--- src/rtl/uart_tx_fifo.sv ---
// ============================================================================
// Module   : uart_tx_fifo
// Purpose  : Byte FIFO that launches one tx_start per byte into a UART
//            transmitter, waiting for tx_done_tick between launches.
//            Optional macro UART_TX_FIFO_LEVEL_EN adds level/almost_full.
// Revision : 1.0 - initial release
// ============================================================================
`default_nettype none

module uart_tx_fifo #(
  parameter int DBIT   = 8,
  parameter int ADDR_W = 4
) (
  input  logic            clk,
  input  logic            rst_n,
  input  logic            wr_en,
  input  logic [DBIT-1:0] wr_data,
  output logic            full,
  output logic            empty,
  output logic            overflow,
  output logic            tx_start,
  output logic [DBIT-1:0] tx_din,
  input  logic            tx_done_tick,
  output logic            busy
`ifdef UART_TX_FIFO_LEVEL_EN
  ,
  output logic [ADDR_W:0] level,
  output logic            almost_full
`endif
);

  localparam logic [ADDR_W:0] c_depth     = {1'b1, {ADDR_W{1'b0}}};
  localparam logic [ADDR_W:0] c_af_thresh = c_depth - (ADDR_W+1)'(2);
  localparam logic [ADDR_W:0] c_one       = (ADDR_W+1)'(1);

  typedef enum logic [1:0] {
    ST_IDLE   = 2'd0,
    ST_LAUNCH = 2'd1,
    ST_WAIT   = 2'd2
  } state_t;

  logic [DBIT-1:0]   r_mem [c_depth];
  logic [ADDR_W-1:0] r_wr_ptr;
  logic [ADDR_W-1:0] r_rd_ptr;
  logic [ADDR_W:0]   r_count;
  logic              r_full;
  logic              r_empty;
  logic              r_overflow;
  logic              r_tx_start;
  logic [DBIT-1:0]   r_tx_din;
  logic              r_busy;
  state_t            r_state;

  state_t            w_state_next;
  logic              w_push;
  logic              w_pop;
  logic [ADDR_W:0]   w_count_next;

  // Full is judged on the pre-edge count, so a same-cycle pop never frees a slot.
  assign w_push = wr_en && !r_full;

  always_comb begin
    w_state_next = r_state;
    w_pop        = 1'b0;
    case (r_state)
      ST_IDLE: begin
        if (!r_empty) begin
          w_state_next = ST_LAUNCH;
          w_pop        = 1'b1;
        end
      end
      ST_LAUNCH: begin
        w_state_next = ST_WAIT;
      end
      ST_WAIT: begin
        if (tx_done_tick) begin
          if (!r_empty) begin
            w_state_next = ST_LAUNCH;
            w_pop        = 1'b1;
          end else begin
            w_state_next = ST_IDLE;
          end
        end
      end
      default: begin
        w_state_next = ST_IDLE;
      end
    endcase
  end

  always_comb begin
    w_count_next = r_count;
    case ({w_push, w_pop})
      2'b10:   w_count_next = r_count + c_one;
      2'b01:   w_count_next = r_count - c_one;
      default: w_count_next = r_count;
    endcase
  end

  always_ff @(posedge clk) begin
    if (w_push) begin
      r_mem[r_wr_ptr] <= wr_data;
    end
  end

  always_ff @(posedge clk or negedge rst_n) begin
    if (!rst_n) begin
      r_state    <= ST_IDLE;
      r_wr_ptr   <= '0;
      r_rd_ptr   <= '0;
      r_count    <= '0;
      r_full     <= 1'b0;
      r_empty    <= 1'b1;
      r_overflow <= 1'b0;
      r_tx_start <= 1'b0;
      r_tx_din   <= '0;
      r_busy     <= 1'b0;
    end else begin
      r_state    <= w_state_next;
      r_count    <= w_count_next;
      r_full     <= (w_count_next == c_depth);
      r_empty    <= (w_count_next == '0);
      r_overflow <= wr_en && r_full;
      r_tx_start <= (w_state_next == ST_LAUNCH);
      r_busy     <= (w_state_next != ST_IDLE);
      if (w_push) begin
        r_wr_ptr <= r_wr_ptr + 1'b1;
      end
      // Pop only ever happens on a launch; tx_din then holds until the next one.
      if (w_pop) begin
        r_rd_ptr <= r_rd_ptr + 1'b1;
        r_tx_din <= r_mem[r_rd_ptr];
      end
    end
  end

  assign full     = r_full;
  assign empty    = r_empty;
  assign overflow = r_overflow;
  assign tx_start = r_tx_start;
  assign tx_din   = r_tx_din;
  assign busy     = r_busy;

`ifdef UART_TX_FIFO_LEVEL_EN
  logic [ADDR_W:0] r_level;
  logic            r_almost_full;

  always_ff @(posedge clk or negedge rst_n) begin
    if (!rst_n) begin
      r_level       <= '0;
      r_almost_full <= 1'b0;
    end else begin
      r_level       <= w_count_next;
      r_almost_full <= (w_count_next >= c_af_thresh);
    end
  end

  assign level       = r_level;
  assign almost_full = r_almost_full;
`endif

endmodule

`default_nettype wire

--- config.mk ---
export PLATFORM = sky130hd
export DESIGN_NAME = uart_tx_fifo
export DESIGN_NICKNAME = d
export VERILOG_FILES = /design/src/rtl/uart_tx_fifo.sv
export SDC_FILE = /design/constraint.sdc
export NUM_CORES = 1
export LEC_CHECK = 0
export CAP_MARGIN = 5
export CORE_MARGIN = 2
export CORE_UTILIZATION = 35
export CTS_CLUSTER_DIAMETER = 200
export DETAILED_ROUTE_END_ITERATION = 8
export SLEW_MARGIN = 20
export SYNTH_ARGS = -nofsm -noshare
export SYNTH_HDL_FRONTEND = slang
export SYNTH_SLANG_ARGS = --single-unit
--- constraint.sdc ---
create_clock -name clk -period 2.8 [get_ports clk]
set_clock_uncertainty 0.05 [all_clocks]
set_input_delay 0.56 -clock clk [delete_from_list [all_inputs] [get_ports clk]]
set_output_delay 0.56 -clock clk [all_outputs]
set_load 0.1 [all_outputs]
# After elaboration in Yosys (flattened, before gate mapping)
# Memory sizes are Yosys's and may differ from the RTL's. A register that Yosys moved wholly into a read port is not among the register bits.
# Index checks and enable logic that the tools add are counted.
[word_totals] reg_bits=20 ramBits=128 input_bits=12 out_inout_bits=13 wordCells=37 n_memories=1
[op_classes] addsub=4 n_eq_ne=6 mux=10 n_reduce_logical=7
[mem_list] name="r_mem" words=16 word_bits=8 read_ports=1 rd_ports_with_merged_regs=1 write_ports=1 line_no="42" source="logic [DBIT-1:0] r_mem [c_depth];"
[ops] cell="5-bit one-hot mux with 2 select lines" n=1
[ops] cell="4-bit by 1-bit adder with 4-bit output, second input constant" n=2
[ops] cell="2-bit by 1-bit equality test with 1-bit output, second input constant" n=3
[ops] cell="2-bit one-hot mux with 3 select lines" n=1
[ops] cell="5-bit by 1-bit adder with 5-bit output, second input constant" n=1
[ops] cell="5-bit equality test, second input constant" n=1
[ops] cell="5-bit logical NOT" n=1
[ops] cell="1-bit two-way mux" n=5
[ops] cell="5-bit by 1-bit subtractor with 5-bit output, second input constant" n=1
[ops] cell="2-bit equality test, second input constant" n=2
[ops] cell="2-bit two-way mux" n=2
[ops] cell="1-bit logical AND" n=2
[ops] cell="1-bit logical NOT" n=2
[ops] cell="2-bit logical NOT" n=1
[ops] cell="1-bit one-hot mux with 2 select lines" n=1
[ops] cell="2-bit nonzero test" n=1

# Longest topological paths before layout
# Gate-level depths: netlist of run 1.
[logic_depth] word_depth=6 depth_mapped=12 mapped_depth_nobuf=11

# Least setup slack after synthesis of run 1
# Ideal clock, no wire load.
[synth_timing] path_type="reg-to-reg" startpoint="register r_full (netlist: full)" endpoint="register r_empty (netlist: empty)" setup_ns=0.105 arrival_ns=2.664 required_ns=2.645 path_slack_ns=-0.018 path_stages_with_launch=12 n_path_buf=1 period_less_slack_ns=2.818 path_cell_list="dfrtp_1 nor2b_4 buf_6 inv_4 nand3_4 xnor2_1 ha_1 or3b_1 o2bb2ai_2 and3_2 nor3b_4 a2111oi_2"
[synth_via] elab_chain_cells=5 elab_cells_between_ends=6 cone_classes="eq/ne (2); mux (1); reduce/logical (3)"
[synth_lines] element="start, declared" line_no="46" source="logic r_full;"
[synth_lines] element="start signal, assigned" line_no="121" source="r_full <= (w_count_next == c_depth);"
[synth_lines] element="1-bit logical NOT *" line_no="60" source="assign w_push = wr_en && !r_full;"
[synth_lines] element="1-bit logical AND *" line_no="60"
[synth_lines] element="2-bit by 1-bit equality test with 1-bit output or 2-bit equality test (tied branches)" line_no="93" source="case ({w_push, w_pop})"
[synth_lines] element="5-bit one-hot mux with 2 select lines *" line_no="93"
[synth_lines] element="named net w_count_next[4]" line_no="57" source="logic [ADDR_W:0] w_count_next;"
[synth_lines] element="5-bit logical NOT *" line_no="122" source="r_empty <= (w_count_next == '0);"
[synth_lines] element="end signal, assigned" line_no="122"
[synth_lines] element="end, declared" line_no="47" source="logic r_empty;"
# Mark *: on every way through the listed nets, which the timed path passes. The rest lies on a longest branch.
# A chain may end at the register's enable or synchronous reset.

# Final worst setup path of run 1
[layout_timing] startpoint="input tx_done_tick" endpoint="register r_empty (netlist: empty)"
[layout_via] elab_chain_cells=5 elab_cells_between_ends=6 cone_classes="eq/ne (2); mux (3); reduce/logical (1)"
[layout_lines] element="start, declared" line_no="23" source="input logic tx_done_tick,"
[layout_lines] element="1-bit two-way mux *" line_no="76" source="if (tx_done_tick) begin"
[layout_lines] element="1-bit one-hot mux with 2 select lines *" line_no="65" source="case (r_state)"
[layout_lines] element="2-bit by 1-bit equality test with 1-bit output or 2-bit equality test (tied branches)" line_no="93"
[layout_lines] element="5-bit one-hot mux with 2 select lines *" line_no="93"
[layout_lines] element="named net w_count_next[4]" line_no="57"
[layout_lines] element="5-bit logical NOT *" line_no="122"
# Marks and branches as above.

==> results.yml, run 1 <==
worst_setup_path:
  start_kind: "input pin"
  required_ns: 3.07
  cp_slowest_cell: "clkdlybuf4s50_1"
  cp_max_fo: 4
  crit_type: "input pin to flip-flop"
  r2r_slack_ns: 0.52
  cp_data_arrival_time_ns: 2.76
  timing.rr.end: "empty$_DFF_PN1_"
  crit_path_cell_trace: "clkdlybuf4s50_1 > nand2b_1 > nand3_4 > xnor2_1 > ha_1 > or3b_1 > o2bb2ai_2 > and3_2 > nor3b_4 > a2111oi_2"
  critPathBufInv: 1
  endpoint_kind: "flip-flop"
  cpPeakStageDelay_ns: 0.45
  regToRegStartpoint: "r_state[0]$_DFF_PN0_"
  reg2reg_depth: 9
  cp_top_family: "simple AND/OR/NAND/NOR gates"
timing:
  rsz0062_at_grt: "no"
  fin_setup_tns_ns: 0
  fin_ws_ns: 0.3090
  min_period_ns: 2.491
  slew_headroom_pct: 50.39
  max_freq_mhz: 401.4
  min_period_over_period_pct: 88.96
  hold_violations: 0
  hold_ws_ns: 0.4360
  slew_violations: 0
  setup_viol: 0
  worstMarginPinSlew_ns: 0.7442
synth:
  synth_nets: 356
  syn_inst: 337
  synth_xor_area_share_pct: 1.534
  synth-simple-area-share_pct: 5.540
  synth_compound_area_share_pct: 2.531
  yosys.area.top_type: "edfxtp_1"
  synth_area_leaders: "edfxtp_1 (61%), mux4_2 (11%), dfrtp_1 (11%)"
  synthArstFlopShare_pct: 17.95
  synth.distinct_cells: 42
  synth_flop_cell: "edfxtp_1"
  syn_area_per_cell_sq_um: 18.63
  ys_warn_count: 0
  synth_area_sq_mm: 0.006279
  synth_top_family_by_area: "multiplexers"
  synth.top_cell.area_share_pct: 61.22
  ys_seq_area_share_pct: 72.40
  synthMuxAreaShare_pct: 14.69
  synth-adder-area-share_pct: 1.395
  synth_edf_count: 128
  ys_ff_latch: 156
min_path:
  hold_path_end: "r_state[1]$_DFF_PN0_"
  hold-path-cell-count: 1
  min_from: "r_state[1]$_DFF_PN0_"
  hp-class: "flip-flop to flip-flop"
place:
  dp_hpwl_um: 7855
  place_ws_ns: -0.1291
  placed_area_sq_mm: 0.006919
  gp_congestion: 0.7260
  port_buffers: 24
cts:
  cts_resized: 0
  cts_buffers: 17
  clkTransAtPathRegs_ns: 0.07
  clock_latency_ns: 0.42
  cts_root_buf: "clkbuf_16"
  htree_levels: 4
  post_cts_buffers: 0
  cts_hold_buf: 0
  cts_tree: "yes"
  clock-sinks: 156
  cts.path.max_buffers: 2
grt:
  antenna_found_initial: 0
  grt_pass1_vias: 3341
  grt_max_degree: 29
  grt_util_all_layers_pct: 14.50
  grt_overflow: 0
  grt_first_pass_wirelength_um: 19420
power_and_ir_drop:
  total_leakage_power_nw: 2.685
  powerDensity_mw_per_mm2: 1160
  vdd_drop_max_v: 0.001033
detailed_routing:
  dr_total_vias: 3171
  wl_per_cell_um: 19.57
  drc: 0
  via_per_inst: 5.002
  dr.pass1.iters: 4
  drtAntennaViolNets: 0
  wirelength_um: 12410
  dr.first_iter.drc_count: 302
floorplanning:
  core_area_sq_mm: 0.01742
  dieArea_sq_mm: 0.01903
  die_h_um: 137.9
  io_pins: 25
  rows: 48
  fp.dieW_um: 137.9
  start_util_pct: 36.05
layout:
  syn_to_final_growth_pct: 20.86
  fill_cells: 1530
  fin_nets: 415
  diodes: 0
  drive_gt1_share_pct: 29.83
  postLayoutCoreUtil_pct: 43.57
  fin_area_sq_mm: 0.007589
outcome:
  outcome: "finished, final reports clean"
job:
  cap_violations: 0
[cells in the final DEF, fill, tap and decap left out, types with 2 or more instances in the layout]
cell	instances
a21oi_1	11
buf_4	45
bufinv_16	6
clkbuf_16	17
clkdlybuf4s50_1	11
clkinv_2	2
clkinv_4	2
clkinvlp_4	2
dfrtp_1	25
dfrtp_2	2
edfxtp_1	128
ha_1	7
inv_1	6
inv_6	2
mux2i_1	19
mux4_2	32
nand2_1	12
nand2b_1	6
nand4_1	3
nor2_1	23
nor2b_1	2
nor3_1	4
nor3b_1	2
o21ai_1	8
xnor2_1	10
[through the flow]
| stage | power [mW] | instances |
|---|---|---|
| 2_1_floorplan | 5.446 | 337 |
| 4_1_cts | 8.898 | 634 |
| 6_report | 8.806 | 634 |
| 5_1_grt | 9.240 | 634 |
| 3_3_place_gp | 6.233 | 602 |
| 3_5_place_dp | 6.286 | 602 |
[cell usage after synthesis (2+ instances only)]
master    instances
nand2_1          12
o21ai_1           8
nor3_1            4
inv_1             6
a21oi_1          11
xnor2_1          10
nor2_1           23
nand4_1           3
buf_6             3
mux2i_1          19
buf_2             4
buf_1             2
nand2b_1          6
ha_1              7
mux4_2           32
nor3b_1           2
clkbuf_1          6
dfrtp_1          27
edfxtp_1        128
nor2b_1           2
[layout make-up]
type | count | area (sq um) | area share [%]
tap | 225 | 281.5 | 3.710
clock inverter | 15 | 244.0 | 3.215
timing repair buffer | 56 | 447.9 | 5.903
inverter | 7 | 28.78 | 0.3792
multi-input combinational | 158 | 1613 | 21.25
sequential | 156 | 4548 | 59.93
clock buffer | 17 | 425.4 | 5.606
[power breakdown]
part	total, mW	internal, mW	switching [mW]	leakage, nW
clock	2.60	1.67	0.926	0.321
sequential	3.18	2.91	0.268	1.49
combinational	3.03	1.22	1.81	0.871
[metal layers]
| metal | up-vias | track usage (%) | share of wire, % |
|---|---|---|---|
| met4 | 0 | 6.179 | 1.6 |
| met5 | - | 0 | 0 |
| met3 | 17 | 3.692 | 4.4 |
| met2 | 79 | 22.11 | 48 |
| met1 | 1651 | 19.80 | 46 |
| li1 | 1424 | - | - |
[state kept, by name (all words and copies together), names as in the netlist]
signal,cells
busy,1
full,1
overflow,1
r_wr_ptr,4
r_mem,128
r_rd_ptr,4
r_state,2
tx_din,8
empty,1
tx_start,1
r_count,5
[worst max path at each step]
| stage | depth (start not counted) | endpoint | start |
|---|---|---|---|
| 6_report | 10 | empty$_DFF_PN1_ | tx_done_tick |
| 5_1_grt | 10 | empty$_DFF_PN1_ | tx_done_tick |
| 4_1_cts | 10 | empty$_DFF_PN1_ | tx_done_tick |
| 3_5_place_dp | 10 | empty$_DFF_PN1_ | tx_done_tick |
| 3_3_place_gp | 10 | empty$_DFF_PN1_ | tx_done_tick |
| 2_1_floorplan | 9 | empty$_DFF_PN1_ | empty$_DFF_PN1_ |
[cells by family (layout without fill, tap and decap cells)]
logic type,count (synthesis),after routing
flops,156,156
fa+ha+maj,7,7
compound gates,25,25
mux,52,52
simple gates,63,63
xor+xnor,11,11
buf+inv,23,95
Note: power is estimated with default switching activity, not from simulation.
==> run 2, diff against run 1 <==
--- a/config.mk
+++ b/config.mk
@@ -5,10 +5,11 @@
 export SDC_FILE = /design/constraint.sdc
 export NUM_CORES = 1
 export LEC_CHECK = 0
-export CAP_MARGIN = 5
+export CAP_MARGIN = 20
 export CORE_MARGIN = 2
 export CORE_UTILIZATION = 35
 export CTS_CLUSTER_DIAMETER = 200
+export CTS_CLUSTER_SIZE = 20
 export DETAILED_ROUTE_END_ITERATION = 8
 export SLEW_MARGIN = 20
 export SYNTH_ARGS = -nofsm -noshare
==> results of run 2 <==
Same layout as run 1: the final DEF is identical, and so are final timing and power.
==> run 3, diff against run 2 <==
--- a/config.mk
+++ b/config.mk
@@ -11,6 +11,7 @@
 export CTS_CLUSTER_DIAMETER = 200
 export CTS_CLUSTER_SIZE = 20
 export DETAILED_ROUTE_END_ITERATION = 8
+export SKIP_LAST_GASP = 1
 export SLEW_MARGIN = 20
 export SYNTH_ARGS = -nofsm -noshare
 export SYNTH_HDL_FRONTEND = slang
==> results of run 3 <==
Same layout as run 1: the final DEF is identical, and so are final timing and power.
